**config.mk**
```make
export PLATFORM = sky130hd
export DESIGN_NAME = uno_post_scale
export DESIGN_NICKNAME = d
export VERILOG_FILES = /design/src/rtl/uno_post_scale.sv
export SDC_FILE = /design/constraint.sdc
export NUM_CORES = 1
export LEC_CHECK = 0
export BUFFER_PORTS_ARGS = -buffer_cell sky130_fd_sc_hd__buf_4
export CAP_MARGIN = 25
export CORE_MARGIN = 2
export CORE_UTILIZATION = 55
export DETAILED_ROUTE_END_ITERATION = 10
export HOLD_SLACK_MARGIN = 0.15
export PLACE_DENSITY_LB_ADDON = 0.25
export SYNTH_ARGS = -nofsm -noshare
export SYNTH_HDL_FRONTEND = slang
export SYNTH_SLANG_ARGS = --single-unit
```
**constraint.sdc**
```tcl
create_clock -name clk -period 18.3 [get_ports clk]
set_input_delay 1.83 -clock clk [delete_from_list [all_inputs] [get_ports clk]]
set_output_delay 1.83 -clock clk [all_outputs]
set_load 0.01 [all_outputs]
```
**src/rtl/uno_post_scale.sv**
```systemverilog
// uno_post_scale: multiplies the accumulated Taylor-series result by the scale
// factor, then rounds, normalizes and saturates the product according to the unary-op mode.
// Latency: 2 register stages. An input accepted at edge N is presented on res_o after edge N+1.
// Backpressure: in_ready is combinational (~s1_valid | s1_advance). Under a stall the
// pipe holds two results and stays bubble-free under continuous flow.
module uno_post_scale #(
  parameter int MUL_BW = 16,
  parameter int ACC_BW = 24,
  parameter int FRA_BW = 10,
  parameter int CNT_BW = 8
) (
  input  logic                     clk,
  input  logic                     rst_n,
  input  logic                     in_valid,
  output logic                     in_ready,
  input  logic [1:0]               gemm_uno,
  input  logic signed [ACC_BW-1:0] acc_i,
  input  logic signed [MUL_BW-1:0] scale_i,
  output logic                     out_valid,
  input  logic                     out_ready,
  output logic signed [MUL_BW-1:0] res_o,
  output logic                     sat_o,
  output logic [CNT_BW-1:0]        sat_cnt_o,
  input  logic                     sat_clr
);

  // Full-precision product width and one guard bit for the rounding add.
  localparam int P_BW = ACC_BW + MUL_BW;
  localparam int R_BW = P_BW + 1;

  // Rounding constant: half an LSB of the result, 2^(FRA_BW-1).
  localparam logic signed [R_BW-1:0] RND_HALF =
    {{(R_BW-FRA_BW){1'b0}}, 1'b1, {(FRA_BW-1){1'b0}}};

  // Result clamp limits expressed at the wide width.
  localparam logic signed [R_BW-1:0] SAT_MAX =
    {{(R_BW-MUL_BW+1){1'b0}}, {(MUL_BW-1){1'b1}}};
  localparam logic signed [R_BW-1:0] SAT_MIN =
    {{(R_BW-MUL_BW+1){1'b1}}, {(MUL_BW-1){1'b0}}};

  localparam logic [1:0] MODE_GEMM = 2'b00;
  localparam logic [1:0] MODE_DIV  = 2'b01;
  localparam logic [1:0] MODE_EXP  = 2'b10;

  localparam logic [CNT_BW-1:0] CNT_MAX = {CNT_BW{1'b1}};

  // Stage S1 state (multiply).
  logic                     s1_valid;
  logic [1:0]               s1_mode;
  logic signed [P_BW-1:0]   s1_p;
  logic signed [ACC_BW-1:0] s1_acc;

  // Handshake and flow-control terms.
  logic s2_load;
  logic s1_advance;
  logic in_fire;
  logic out_fire;

  // Product operands sign-extended to the full product width.
  logic signed [P_BW-1:0] acc_x;
  logic signed [P_BW-1:0] scl_x;
  logic signed [P_BW-1:0] prod;

  // Stage S2 combinational normalize and saturate.
  logic signed [R_BW-1:0]   r_wide;
  logic signed [MUL_BW-1:0] res_n;
  logic                     sat_n;

  // S2 (the output register) can take new data when it is empty or is being drained.
  assign out_fire   = out_valid & out_ready;
  assign s2_load    = ~out_valid | out_ready;
  assign s1_advance = s1_valid & s2_load;
  assign in_ready   = ~s1_valid | s1_advance;
  assign in_fire    = in_valid & in_ready;

  assign acc_x = P_BW'(acc_i);
  assign scl_x = P_BW'(scale_i);
  assign prod  = acc_x * scl_x;

  // S1: capture mode, the signed product and the raw accumulator for gemm passthrough.
  always_ff @(posedge clk) begin
    if (!rst_n) begin
      s1_valid <= 1'b0;
      s1_mode  <= MODE_GEMM;
      s1_p     <= '0;
      s1_acc   <= '0;
    end else begin
      if (in_ready) begin
        s1_valid <= in_valid;
      end
      if (in_fire) begin
        s1_mode <= gemm_uno;
        s1_p    <= prod;
        s1_acc  <= acc_i;
      end
    end
  end

  // Mode-dependent normalize: gemm passes acc, div/exp round half-up and drop the
  // fraction bits, log uses the raw product because its scale is an integer sign factor.
  always_comb begin
    r_wide = R_BW'(s1_p);
    case (s1_mode)
      MODE_GEMM: r_wide = R_BW'(s1_acc);
      MODE_DIV,
      MODE_EXP:  r_wide = (R_BW'(s1_p) + RND_HALF) >>> FRA_BW;
      default:   r_wide = R_BW'(s1_p);
    endcase
  end

  // Clamp the wide result into the signed MUL_BW range and flag any clamping.
  always_comb begin
    res_n = r_wide[MUL_BW-1:0];
    sat_n = 1'b0;
    if (r_wide > SAT_MAX) begin
      res_n = SAT_MAX[MUL_BW-1:0];
      sat_n = 1'b1;
    end else if (r_wide < SAT_MIN) begin
      res_n = SAT_MIN[MUL_BW-1:0];
      sat_n = 1'b1;
    end
  end

  // S2: output register. It holds steady while stalled and only loads data for a valid S1.
  always_ff @(posedge clk) begin
    if (!rst_n) begin
      out_valid <= 1'b0;
      res_o     <= '0;
      sat_o     <= 1'b0;
    end else if (s2_load) begin
      out_valid <= s1_valid;
      if (s1_valid) begin
        res_o <= res_n;
        sat_o <= sat_n;
      end
    end
  end

  // Debug counter of saturated results actually handed downstream. Clear wins over count.
  always_ff @(posedge clk) begin
    if (!rst_n) begin
      sat_cnt_o <= '0;
    end else if (sat_clr) begin
      sat_cnt_o <= '0;
    end else if (out_fire && sat_o && (sat_cnt_o != CNT_MAX)) begin
      sat_cnt_o <= sat_cnt_o + CNT_BW'(1);
    end
  end

endmodule

```
==> reports/results.ini, run 1 <==
[status]
status=complete, no violations

[routing]
route.detailed.drc=0
wire_per_inst_um=18.1
detail_route.vias_per_cell=5.70
drt_iter0_markers=1206
antenna_left=0
drt_pre_antenna_iters=6
final_wirelength_mm=47.9
dr_total_vias=15100

[global_route]
maximum_number_of_pins_on_one_net_before_global_route_repair=76
met2_usage_pct=50.7
gr-usage-met1_pct=37.8
busiest_metal_layer_after_global_routing=met2
number_of_global_route_vias_before_repair=16100
groute.usage.overall_pct=28.8
grt_antenna_before_repair=0
grt_first_pass_wirelength_mm=82.1
globalRouteOverflowTotal=0
global_route.usage.met3_pct=2.98

[clock_tree]
insertion_delay_of_the_later_clocked_pin_in_the_worst_skew_pair_ns=0.36
tritoncts.num_buffers=9
h_tree_depth=3
clk_pin_slew_ns=0.07
cts_post_setup_buffers_inserted=0
cts_resized=0
tritoncts=built
root_buffer=sky130_fd_sc_hd__clkbuf_16
holdBufCountCts=0
cts.sink_count=93
cts_buffer_depth=2

[die]
die_area_mm2=0.0356
chipHeight_um=189
io-pin-count=74
std_cell_rows=67
floorplan.initialDensity_pct=55.9
core_mm2=0.0336
die_width_um=189

[critical_path]
r2r_start=s1_mode[0]
critPathKind=in -> reg
worst-endpoint-arrival_ns=8.79
cp-startpoint=scale_i[15]
critical_path_top_delay_cell=sky130_fd_sc_hd__inv_1
timing.critical_path.required_ns=18.53
critical_path_peak_fanout=20
critical_path.startpoint_type=input pin
critical_path.endpoint_type=register
critical_path.max_stage_delay_ns=0.67
cells_along_the_critical_path=buf_4 -> inv_1 -> nor2_1 -> fa_1 -> fa_1 -> fa_1 -> fa_1 -> fa_1 -> inv_1 -> fa_1 -> inv_1 -> ha_1 -> and3_1 -> and2_1 -> a221oi_1 -> nor4b_1 -> o311ai_2 -> a31o_2 -> a31oi_1 -> o31ai_1
critical_path.most_common_cell=sky130_fd_sc_hd__fa_1

[sta]
layout_worst_path_cycle_share_pct=46.7
fmax_mhz=117
tightestPinTransition_ns=1.07
final-max-slew-violation-count=0
setup_violations=0
timing.slew.headroom_pct=28.6
period_needed_ns=8.55
setup_tns_ns=0
number_of_hold_violations_in_the_final_report=0
rsz0062_at_grt=false
clock_skew_ns=0.00767

[logic_synthesis]
synth.top_cells.by_area=sky130_fd_sc_hd__fa_1, sky130_fd_sc_hd__dfxtp_1, sky130_fd_sc_hd__inv_1, sky130_fd_sc_hd__ha_1, sky130_fd_sc_hd__nand2_1
synthDominantAreaCellType=sky130_fd_sc_hd__fa_1
synth-seq-cells=93
synth_top_cells_by_count=sky130_fd_sc_hd__inv_1, sky130_fd_sc_hd__fa_1, sky130_fd_sc_hd__nand2_1, sky130_fd_sc_hd__and2_1, sky130_fd_sc_hd__ha_1
synth_sequential_area_ratio_pct=9.91
number_of_flops_mapped_to_enable_cells_by_yosys=0
syn-mean-instance-area_um2=8.49
synth_async_sr_flop_share_pct=0
netlist_area_mm2=0.0188
ys_dominant_reg_cell=sky130_fd_sc_hd__dfxtp_1
synth.distinct_cells=70
synthesis.yosys.warnings=0
yosysMostFrequentCell=sky130_fd_sc_hd__inv_1
synthesized_net_count=2735
synth_top_cell_area_share_pct=39.9
postSynthCellCount=2212

[cells_and_area]
area_of_the_multi_input_gates_mm2=0.0147
final_layout_size_suffix_gt1_share_pct=5.04
ff_latch_area_mm2=0.00186
antennaDiodeCount=0
nFillCells=3004
area_growth_pct=5.56
nets=2719

[placement]
port-buffer-count=73
gp_congestion=0.886
dp.final_hpwl_mm=37.0

[min_path]
hold_start=s1_acc[20]
hold_path_class=reg -> reg

[run]
drv_cap=0

-- layer usage --
metal,vias to the layer above,routed length (um)
li1,6816,-
met1,7698,19900
met5,-,0
met3,92,2410
met4,0,1090
met2,493,24600
-- stage by stage --
stage,cells,cell area [um^2],worst slack [ns],util (%),hold slack (ns)
floorplan,2212,18800,10.57,-,0.429
global placement,2632,19500,9.63,58.1,0.440
detailed placement,2632,19500,9.42,58.1,0.446
CTS,2648,19800,9.79,58.9,0.457
global route,2649,19800,9.35,59.0,0.476
finish,2649,19800,9.75,59.0,0.456
-- path summary, 6_finish.rpt --
path                     end  slack, ns  depth (start not counted)
setup / recovery    s1_p[35]       9.75                         20
hold / removal    s1_acc[20]       0.46                          2
setup reg to reg   res_o[12]      14.61                         10
hold reg to reg   s1_acc[20]       0.46                          2
-- logic make-up (layout without fill, tap and decap cells) --
kind of cell,Yosys count,in the layout,share of synthesized area [%]
flops,93,93,9.91
simple gates,721,721,18.7
fa+ha+maj,476,476,46.7
xor+xnor,55,55,2.57
compound gates,287,287,10.3
buf+inv,576,565,11.6
mux,4,4,0.213
-- area by class of cell --
cell class	count	share of cell area (%)
tap	448	2.83
timing repair buffer	79	2.99
inverter	470	8.90
sequential	93	9.39
multi-input combinational	1543	74.4
clock inverter	7	0.379
clock buffer	9	1.14
-- sequential cells by signal, indices dropped and copies added, names as in the netlist --
name	cells
out_valid	1
res_o	16
s1_acc	24
s1_mode	2
s1_p	40
s1_valid	1
sat_cnt_o	8
sat_o	1
-- cells in the final DEF (no fill, tap or decap), types with 4 or more instances in the layout --
cell | synthesis | layout
sky130_fd_sc_hd__o211a_1 | 5 | 5
sky130_fd_sc_hd__a211o_1 | 12 | 12
sky130_fd_sc_hd__o211ai_1 | 6 | 6
sky130_fd_sc_hd__nor2_1 | 75 | 75
sky130_fd_sc_hd__a22oi_1 | 6 | 6
sky130_fd_sc_hd__and2_1 | 157 | 156
sky130_fd_sc_hd__inv_1 | 470 | 469
sky130_fd_sc_hd__nor2b_1 | 7 | 7
sky130_fd_sc_hd__a21o_1 | 17 | 17
sky130_fd_sc_hd__xor2_1 | 15 | 15
sky130_fd_sc_hd__a221oi_1 | 11 | 11
sky130_fd_sc_hd__mux2i_1 | 4 | 4
sky130_fd_sc_hd__o21bai_1 | 5 | 5
sky130_fd_sc_hd__o2bb2ai_1 | 8 | 8
sky130_fd_sc_hd__and4_1 | 8 | 8
sky130_fd_sc_hd__a211oi_1 | 7 | 7
sky130_fd_sc_hd__or4_1 | 7 | 7
sky130_fd_sc_hd__nor3_1 | 11 | 11
sky130_fd_sc_hd__nand4b_1 | 4 | 4
sky130_fd_sc_hd__dfxtp_1 | 93 | 93
sky130_fd_sc_hd__a311o_1 | 4 | 4
sky130_fd_sc_hd__a31oi_1 | 13 | 13
sky130_fd_sc_hd__a221o_1 | 6 | 6
sky130_fd_sc_hd__buf_4 | 1 | 79
sky130_fd_sc_hd__o21ai_0 | 62 | 62
sky130_fd_sc_hd__xnor2_1 | 40 | 40
sky130_fd_sc_hd__fa_1 | 374 | 374
sky130_fd_sc_hd__nor4_1 | 9 | 9
sky130_fd_sc_hd__nand3b_1 | 4 | 4
sky130_fd_sc_hd__nand2b_1 | 12 | 12
sky130_fd_sc_hd__nand3_1 | 38 | 38
sky130_fd_sc_hd__clkbuf_16 | 0 | 9
sky130_fd_sc_hd__or3_1 | 8 | 8
sky130_fd_sc_hd__and3_1 | 19 | 19
sky130_fd_sc_hd__o22ai_1 | 10 | 10
sky130_fd_sc_hd__nand4_1 | 19 | 19
sky130_fd_sc_hd__a21oi_1 | 81 | 81
sky130_fd_sc_hd__ha_1 | 102 | 102
sky130_fd_sc_hd__nand2_1 | 334 | 333
-- worst max-delay path, delay by kind of cell --
kind	cells	cell delay (ns)
AND/OR/NAND/NOR	4	1.13
AO/OA/AOI/OAI	5	1.33
buffers and inverters	4	0.92
adder cells (fa/ha/maj)	7	3.56
Power of run 1 is not shown: default switching activity piles up to over one toggle a cycle in this logic, so the estimate is an artifact.
==> run 2: changes to the inputs <==
==> constraint.sdc (replaced) <==
create_clock -name clk -period 7.2 [get_ports clk]
set_input_delay 0.72 -clock clk [delete_from_list [all_inputs] [get_ports clk]]
set_output_delay 0.72 -clock clk [all_outputs]
set_load 0.01 [all_outputs]
==> run 2 against run 1 <==
  * Non-clock buffer count is 16 higher
  * Utilization grew 0.54 points
  * Count of clock-buffer cells in the layout increased by 1
  * Via count up 0.86%
  * Sequential share of layout area shrank 0.086 points
  * Sequential cell count is the same
  * Cell area rose by 0.92%
  * Largest cell class unchanged
==> reports/results.ini, run 2 (synthesis results as in run 1) <==
[placement]
gp_congestion=0.904  ; +2.0%
post_place_setup_slack_ns=-0.0172  ; -9.44 ns
port-buffer-count=73  ; unchanged
dp.final_hpwl_mm=38.4  ; +4.0%

[global_route]
number_of_global_route_vias_before_repair=16200  ; +0.61%
grt_antenna_before_repair=0  ; unchanged
globalRouteOverflowTotal=0  ; unchanged
maximum_number_of_pins_on_one_net_before_global_route_repair=76  ; unchanged
grt_first_pass_wirelength_mm=81.8  ; -0.34%
groute.usage.overall_pct=28.9  ; +0.092 points

[routing]
final_wirelength_mm=48.8  ; +1.8%
drt_pre_antenna_iters=6  ; unchanged
drt_iter0_markers=1082  ; -10%
route.detailed.drc=0  ; unchanged
detail_route.vias_per_cell=5.71  ; +0.26%
antenna_left=0  ; unchanged
wire_per_inst_um=18.3  ; +1.2%
dr_total_vias=15200  ; +0.86%

[critical_path]
critical_path_peak_fanout=24  ; +20%
worst-path-buf-inv=6  ; +2
critPathKind=in -> reg
critical_path.most_common_cell=sky130_fd_sc_hd__fa_1
worst_path_dominant_cell_family=adder cells
critical_path.endpoint_type=register
worst-endpoint-arrival_ns=7.16  ; -1.63 ns
critical_path.startpoint_type=input pin
timing.critical_path.required_ns=7.49  ; -11.04 ns
cells_along_the_critical_path=buf_4 -> and2_1 -> fa_1 -> inv_1 -> fa_1 -> fa_1 -> fa_1 -> inv_1 -> fa_1 -> inv_1 -> fa_1 -> inv_1 -> ha_1 -> nand4_1 -> nor4_1 -> nor4b_1 -> buf_4 -> o311ai_2 -> a311oi_1 -> or4_1 -> nand3_1
critical_path_top_delay_cell=sky130_fd_sc_hd__nor4_1
critical_path.max_stage_delay_ns=0.58  ; -0.09 ns

[cells_and_area]
nFillCells=2980  ; -0.80%
ff_latch_area_mm2=0.00186  ; unchanged
area_of_the_multi_input_gates_mm2=0.0147  ; about the same
most-common-layout-cells=sky130_fd_sc_hd__inv_1, sky130_fd_sc_hd__fa_1, sky130_fd_sc_hd__nand2_1, sky130_fd_sc_hd__and2_1, sky130_fd_sc_hd__ha_1
final_layout_size_suffix_gt1_share_pct=5.77  ; +0.73 points
largest_register=s1_p
reg_top3=s1_p (40), s1_acc (24), res_o (16)
largest_reg_flops=40  ; unchanged
nets=2735  ; +0.59%
antennaDiodeCount=0  ; unchanged
area_growth_pct=6.53
mostFrequentLayoutCell=sky130_fd_sc_hd__inv_1

[die]
chipHeight_um=189  ; unchanged
floorplan.initialDensity_pct=55.9  ; unchanged
std_cell_rows=67  ; unchanged
die_area_mm2=0.0356  ; unchanged
io-pin-count=74  ; unchanged
die_width_um=189  ; unchanged
core_mm2=0.0336  ; unchanged

[sta]
final-max-slew-violation-count=0  ; unchanged
finalWorstSetupSlack_ns=0.328  ; -9.42 ns
period_needed_ns=6.87
clock_skew_ns=0.0108  ; +0.00312 ns
number_of_hold_violations_in_the_final_report=0  ; unchanged
layout_worst_path_cycle_share_pct=95.4
timing.slew.headroom_pct=48.6  ; +20 points
rsz0062_at_grt=false
fmax_mhz=146
setup_violations=0  ; unchanged
tightestPinTransition_ns=0.771  ; -0.300 ns

[clock_tree]
cts.sink_count=93  ; unchanged
holdBufCountCts=0  ; unchanged
insertion_delay_of_the_later_clocked_pin_in_the_worst_skew_pair_ns=0.35  ; about the same
cts_buffer_depth=2  ; unchanged
cts_post_setup_buffers_inserted=0  ; unchanged
h_tree_depth=3  ; unchanged
tritoncts.num_buffers=9  ; unchanged
root_buffer=sky130_fd_sc_hd__clkbuf_16
clk_pin_slew_ns=0.07  ; about the same
tritoncts=built
cts_resized=0  ; unchanged

[run]
drv_cap=0  ; unchanged

[min_path]
hold_path_class=reg -> reg

[status]
status=complete, no violations

==> run 2: cell types whose count changed in the layout (fill, tap and decap cells not counted), sizes merged <==
cell,change
buf,+16
bufinv,+2
clkbuf,+1
clkinv,-1
clkinvlp,-1
inv,-1
==> run 2: worst register-to-register path: cells and delay by family (launching register included) <==
kind	cells	cell delay, ns
adder cells (fa/ha/maj)	1	0.19
AO/OA/AOI/OAI	4	1.23
buffers and inverters	3	0.68
flip-flops	1	0.33
AND/OR/NAND/NOR	3	0.81
==> run 2: worst paths after layout <==
path               from  endpoint  slack, ns  cells after the start
max          scale_i[6]  s1_p[39]       0.33                     21
min reg2reg     s1_p[4]   s1_p[4]       0.45                      2
max reg2reg  s1_mode[0]  res_o[0]       3.81                     11
min             s1_p[4]   s1_p[4]       0.45                      2
==> run 2: metrics by stage <==
stage	hold slack (ns)	std cells	TNS (ns)	utilization [%]	cell area [um^2]
2_1_floorplan	0.429	2212	0	-	18800
3_3_place_gp	0.441	2647	-0.00566	58.4	19600
3_5_place_dp	0.444	2647	-0.0172	58.4	19600
4_1_cts	0.454	2663	0	59.4	20000
5_1_grt	0.468	2665	0	59.5	20000
6_report	0.454	2665	0	59.5	20000
==> run 2: cell type report <==
type                            count  share of cell area (%)
Multi-Input combinational cell   1543                    73.7
Sequential cell                    93                    9.31
Inverter                          470                    8.82
Timing Repair Buffer               95                    3.67
Tap cell                          448                    2.80
Clock buffer                       10                    1.19
Clock inverter                      6                   0.488
==> run 2: metal layers <==
metal | share of wire, % | track usage (%) | vias to the layer above
met5 | 0 | 0 | -
met4 | 3.4 | 9.71 | 0
met3 | 4.9 | 2.53 | 108
met2 | 52 | 52.2 | 503
met1 | 39 | 36.4 | 7772
li1 | - | - | 6846
Power of run 2 is left out for the same reason.
